--- config.mk ---
export PLATFORM = sky130hd
export DESIGN_NAME = pattern_scan_ctrl
export DESIGN_NICKNAME = d
export VERILOG_FILES = /design/src/rtl/pattern_scan_ctrl.sv
export SDC_FILE = /design/constraint.sdc
export NUM_CORES = 1
export LEC_CHECK = 0
export ABC_AREA = 1
export ABC_CLOCK_PERIOD_IN_PS = 2660
export CAP_MARGIN = 25
export CORE_ASPECT_RATIO = 1.2
export CORE_MARGIN = 4
export CORE_UTILIZATION = 35
export CTS_CLUSTER_DIAMETER = 60
export DETAILED_ROUTE_END_ITERATION = 12
export SYNTH_ARGS = -nofsm -noshare
export SYNTH_HDL_FRONTEND = slang
export SYNTH_SLANG_ARGS = --single-unit
--- constraint.sdc ---
create_clock -name clk -period 2.66 [get_ports clk]
set_input_delay 0.399 -clock clk [delete_from_list [all_inputs] [get_ports clk]]
set_output_delay 0.399 -clock clk [all_outputs]
set_load 0.1 [all_outputs]
--- src/rtl/pattern_scan_ctrl.sv ---
// ---------------------------------------------------------------------------
// pattern_scan_ctrl
//
// Purpose:
//   Accepts parallel words over a valid/ready handshake, shifts each word out
//   MSB-first through a bit-serial Mealy pattern matcher, counts overlapping
//   matches of a programmable PAT_W-bit pattern and reports the per-word
//   result over a second valid/ready handshake.
//
// Optional feature:
//   PATTERN_SCAN_IRQ_EN - when defined, adds a sticky irq output that is set
//   when a word finishes with at least one match. irq_clr clears it, and a
//   set in the same cycle as a clear wins.
//
// Ports:
//   clk            in   1       clock, rising edge
//   reset          in   1       asynchronous, active-high reset
//   cfg_pattern    in   PAT_W   pattern to match, MSB first in time (latched on accept)
//   in_valid       in   1       input word valid
//   in_ready       out  1       controller can accept a word (IDLE)
//   in_data        in   DATA_W  word to scan, bit DATA_W-1 scanned first
//   bit_out        out  1       bit being scanned this cycle, 0 outside SHIFT
//   hit            out  1       Mealy strobe, high in the cycle whose bit completes a match
//   busy           out  1       high in SHIFT and DONE
//   out_valid      out  1       result valid (DONE)
//   out_ready      in   1       result consumer ready
//   hit_count      out  CNT_W   saturating match count of the last word
//   first_hit_idx  out  IDX_W   scan index of the bit completing the first match, 0 if none
//   no_hit         out  1       high with out_valid when hit_count == 0
//   irq            out  1       sticky match interrupt (PATTERN_SCAN_IRQ_EN only)
//   irq_clr        in   1       clears irq (PATTERN_SCAN_IRQ_EN only)
// ---------------------------------------------------------------------------
module pattern_scan_ctrl #(
  parameter int DATA_W = 16,
  parameter int PAT_W  = 4,
  parameter int CNT_W  = 5,
  localparam int IDX_W = $clog2(DATA_W)
) (
  input  logic              clk,
  input  logic              reset,
  input  logic [PAT_W-1:0]  cfg_pattern,
  input  logic              in_valid,
  output logic              in_ready,
  input  logic [DATA_W-1:0] in_data,
  output logic              bit_out,
  output logic              hit,
  output logic              busy,
  output logic              out_valid,
  input  logic              out_ready,
  output logic [CNT_W-1:0]  hit_count,
  output logic [IDX_W-1:0]  first_hit_idx,
  output logic              no_hit
`ifdef PATTERN_SCAN_IRQ_EN
  ,
  output logic              irq,
  input  logic              irq_clr
`endif
);

  typedef enum logic [1:0] {
    IDLE  = 2'd0,
    SHIFT = 2'd1,
    DONE  = 2'd2
  } state_t;

  localparam logic [IDX_W-1:0] LAST_IDX = IDX_W'(DATA_W - 1);
  localparam logic [IDX_W-1:0] MIN_IDX  = IDX_W'(PAT_W - 1);
  localparam logic [CNT_W-1:0] CNT_MAX  = {CNT_W{1'b1}};

  state_t              state;
  state_t              state_next;
  logic [DATA_W-1:0]   shift_reg;
  logic [PAT_W-1:0]    pat_reg;
  logic [PAT_W-2:0]    history;
  logic [IDX_W-1:0]    idx;
  logic [PAT_W-1:0]    window;
  logic [CNT_W-1:0]    count_next;
  logic                accept;
  logic                last_bit;

  // The window is the last PAT_W-1 scanned bits plus the bit on the wire now,
  // so hit is a Mealy output. The index gate suppresses matches against the
  // zeroed history at the start of each word, so matches never span words.
  assign bit_out    = (state == SHIFT) & shift_reg[DATA_W-1];
  assign window     = {history, shift_reg[DATA_W-1]};
  assign hit        = (state == SHIFT) && (window == pat_reg) && (idx >= MIN_IDX);
  assign accept     = (state == IDLE) && in_valid;
  assign last_bit   = (state == SHIFT) && (idx == LAST_IDX);
  assign count_next = (hit && (hit_count != CNT_MAX)) ? hit_count + 1'b1 : hit_count;
  assign no_hit     = out_valid && (hit_count == '0);

  // State register.
  always_ff @(posedge clk or posedge reset) begin
    if (reset) begin
      state <= IDLE;
    end else begin
      state <= state_next;
    end
  end

  // Next-state and handshake outputs. DONE only returns to IDLE, so a new
  // word can never be accepted in the same cycle as the result handshake.
  always_comb begin
    state_next = state;
    in_ready   = 1'b0;
    out_valid  = 1'b0;
    busy       = 1'b0;
    case (state)
      IDLE: begin
        in_ready = 1'b1;
        if (in_valid) begin
          state_next = SHIFT;
        end
      end
      SHIFT: begin
        busy = 1'b1;
        if (idx == LAST_IDX) begin
          state_next = DONE;
        end
      end
      DONE: begin
        busy      = 1'b1;
        out_valid = 1'b1;
        if (out_ready) begin
          state_next = IDLE;
        end
      end
      default: begin
        state_next = IDLE;
      end
    endcase
  end

  // Scan datapath. The pattern is captured with the word so later changes
  // to cfg_pattern cannot disturb a word in flight. Results only change in
  // SHIFT or on accept, so they hold steady while DONE waits for out_ready.
  // hit_count still at zero marks the first match of the word.
  always_ff @(posedge clk or posedge reset) begin
    if (reset) begin
      shift_reg     <= '0;
      pat_reg       <= '0;
      history       <= '0;
      idx           <= '0;
      hit_count     <= '0;
      first_hit_idx <= '0;
    end else if (accept) begin
      shift_reg     <= in_data;
      pat_reg       <= cfg_pattern;
      history       <= '0;
      idx           <= '0;
      hit_count     <= '0;
      first_hit_idx <= '0;
    end else if (state == SHIFT) begin
      shift_reg <= shift_reg << 1;
      history   <= window[PAT_W-2:0];
      idx       <= idx + 1'b1;
      hit_count <= count_next;
      if (hit && (hit_count == '0)) begin
        first_hit_idx <= idx;
      end
    end
  end

`ifdef PATTERN_SCAN_IRQ_EN
  // Sticky interrupt, set on the transition into DONE using the count that
  // includes a possible match on the final bit; a set beats a clear.
  always_ff @(posedge clk or posedge reset) begin
    if (reset) begin
      irq <= 1'b0;
    end else if (last_bit && (count_next != '0)) begin
      irq <= 1'b1;
    end else if (irq_clr) begin
      irq <= 1'b0;
    end
  end
`else
  logic unused_last_bit;
  assign unused_last_bit = last_bit;
`endif

endmodule

==> impl_metrics.py <==
metrics = {
    "pwr": {
        "vdd_drop_max_uv": 456,
        "p_leak_nw": 1.25,
        "power.density_mw_per_mm2": 1330,
    },
    "die": {
        "dieArea_mm2": 0.00684,
        "pin_count": 39,
        "num_rows": 29,
        "die_h_um": 89.8,
        "dieWidth_um": 76.2,
        "core-area_mm2": 0.00533,
        "initial_core_util": 0.366,
    },
    "placement": {
        "dp_cells": 342,
        "globalplace.congestion": 0.795,
        "port_buffers": 38,
        "hpwl_um": 2970,
        "placed_area_mm2": 0.00241,
    },
    "logic_synthesis": {
        "yosysUniqueCellTypes": 24,
        "synth_area_mm2": 0.00195,
        "synth.avg_cell_area_um2": 7.94,
        "netlist_instances": 246,
        "syn-num-nets": 278,
        "ys_seq_area_frac": 0.487,
        "synth_top_cell_area_share": 0.487,
        "synth_seq_cells": 38,
        "ys_warn_count": 0,
        "yosysTopAreaCell": "dfrtp_1",
        "synthTopCellsByArea": "dfrtp_1 49%, nand2_1 9.8%, o21ai_0 9.2%",
    },
    "global_route": {
        "grt_pass1_wl_um": 7490,
        "grt_max_degree": 39,
        "overflow": 0,
        "first_global_vias": 1740,
        "grt_antenna_before_repair": 0,
        "track_usage": 0.131,
    },
    "clocking": {
        "insertion_delay_ns": 0.29,
        "hold_buffers": 0,
        "cts_root_buf": "clkbuf_8",
        "post_cts.repair.setup_buffers": 0,
        "cts_max_level": 2,
        "clock-sinks": 38,
        "clk_pin_slew_ns": 0.07,
        "cts_tree": "yes",
        "numCtsBuffers": 5,
        "clk_path_buf_depth": 2,
        "cts_resized": 0,
    },
    "worst_setup_path": {
        "regToRegEndpoint": "shift_reg[10]",
        "critPathLaunchType": "flop",
        "critical_path.startpoint": "state[1]",
        "required_ns": 2.26,
        "cpPeakStageDelay_ns": 0.40,
        "r2r_cells": 6,
        "timing.rr.start": "state[0]",
        "r2r_setup_slack_ns": 0.95,
        "crit_type": "flop to output port",
        "cp_top_family": "flip-flops",
        "cp_cell_sequence": "inv_1, ha_1, inv_2, a21oi_2, nand2_2, nor4_2, buf_12",
        "critPathSlowestCell": "dfrtp_1",
        "worstPathArrival_ns": 1.78,
        "end_kind": "output port",
        "path_buf_inv": 3,
        "path_max_fanout": 3,
    },
    "routing": {
        "firstDrtPassIters": 4,
        "route.detailed.drc": 0,
        "vias": 1703,
        "vias_per_cell": 4.87,
        "antenna_left": 0,
        "wirelength_um": 4120,
        "drt_iter0_drc": 67,
        "wl_per_cell_um": 11.8,
    },
    "layout": {
        "layout-drive-gt1-share": 0.139,
        "multi_input_area_um2": 837,
        "instances_no_fill": 350,
        "finalNetCount": 319,
        "antennaDiodeCount": 0,
        "final_common_cell": "nand2_1",
        "n_fill_cell": 535,
        "largest_reg_flops": 16,
        "stdcell_area_mm2": 0.00255,
        "ff_latch_area_um2": 951,
        "areaGrowthSynthToFinish_pct": 30.7,
        "layout_common_cells": "51 x nand2_1, 38 x dfrtp_1, 36 x o21ai_0",
    },
    "sta": {
        "setup_violations": 0,
        "hold_slack_ns": 0.514,
        "relSlewSlack": 0.552,
        "fmax_mhz": 458,
        "timing.final.crit_share": 0.820,
        "period_minus_slack_ns": 2.18,
        "drv_slew": 0,
        "worst_slew_pin_slew_ns": 0.672,
        "timing_hold_violations_final": 0,
        "grt_setup_unrepaired": "no",
        "fin_worst_skew_ns": 0.00476,
    },
    "run_status": {
        "status": "finished, final reports clean",
    },
    "min_path": {
        "hold_class": "flop to flop",
        "hold-path-endpoint": "state[0]",
        "hp-start": "state[0]",
        "hold_path_depth": 2,
    },
    "flow_run": {
        "cap_violations": 0,
    },
}
==> report_power, final <==
part	internal (mW)	switching (mW)	total (mW)
Sequential	0.836	0.146	0.982
Clock	0.400	0.209	0.609
Combinational	0.496	1.31	1.81
Total	1.73	1.67	3.40
==> how the worst max path moves through the flow <==
stage / endpoint / slack [ns] / cells past startpoint
5_1_grt: hit / 0.38 / 7
2_1_floorplan: hit / -0.36 / 6
6_report: hit / 0.48 / 7
4_1_cts: hit / 0.45 / 7
3_3_place_gp: hit / 0.78 / 7
3_5_place_dp: shift_reg[15] / 0.76 / 5
==> synthesized netlist by cell type <==
library cell / instances
or2_2: 1
nor3_1: 2
nand3_1: 20
inv_1: 34
nand2_2: 2
buf_2: 1
nand4_1: 2
o21ai_0: 36
ha_1: 8
clkbuf_1: 8
nand3_2: 2
a21oi_2: 1
o21ai_1: 2
nor2_4: 1
nor2_1: 17
xor2_1: 2
o31ai_1: 1
dfrtp_1: 38
and3_1: 1
nand2_1: 51
nor4_1: 2
inv_2: 3
a21oi_1: 10
o211ai_1: 1
==> final cells by class <==
| class | count | area share |
|---|---|---|
| clock buffer | 6 | 0.0324 |
| clock inverter | 2 | 0.0235 |
| inverter | 37 | 0.0544 |
| multi-input combinational | 162 | 0.328 |
| sequential | 38 | 0.373 |
| tap | 62 | 0.0304 |
| timing repair buffer | 43 | 0.159 |
==> through the flow <==
step                utilization  setup WS (ns)  power (mW)  TNS, ns
floorplan                     -         -0.357        2.41   -0.357
global placement          0.452          0.783        2.80        0
detailed placement        0.452          0.763        2.83        0
CTS                       0.479          0.446        3.45        0
global route              0.479          0.376        3.68        0
finish                    0.479          0.479        3.40        0
==> metal layers <==
| metal | GRT usage | wire length [um] | vias to the layer above |
|---|---|---|---|
| li1 | - | - | 868 |
| met1 | 0.154 | 1800 | 793 |
| met2 | 0.216 | 2030 | 33 |
| met3 | 0.0420 | 192 | 9 |
| met4 | 0.0612 | 97 | 0 |
| met5 | 0 | 0 | - |
==> kinds of logic after synthesis <==
kind of cell	after synthesis	synth area share
AOI/OAI and AO/OA	51	0.135
xor gates and xnor gates	2	0.00897
adders and majority gates	8	0.0513
buffers and inverters	46	0.0890
DFF	38	0.487
and+or+nand+nor	101	0.229
==> worst min-delay path: stages (launching register included) <==
cell     delay (ns)
dfrtp_1        0.37
nand2_1        0.06
nand2_1        0.05
No activity file was read; power rests on OpenSTA's default activity.
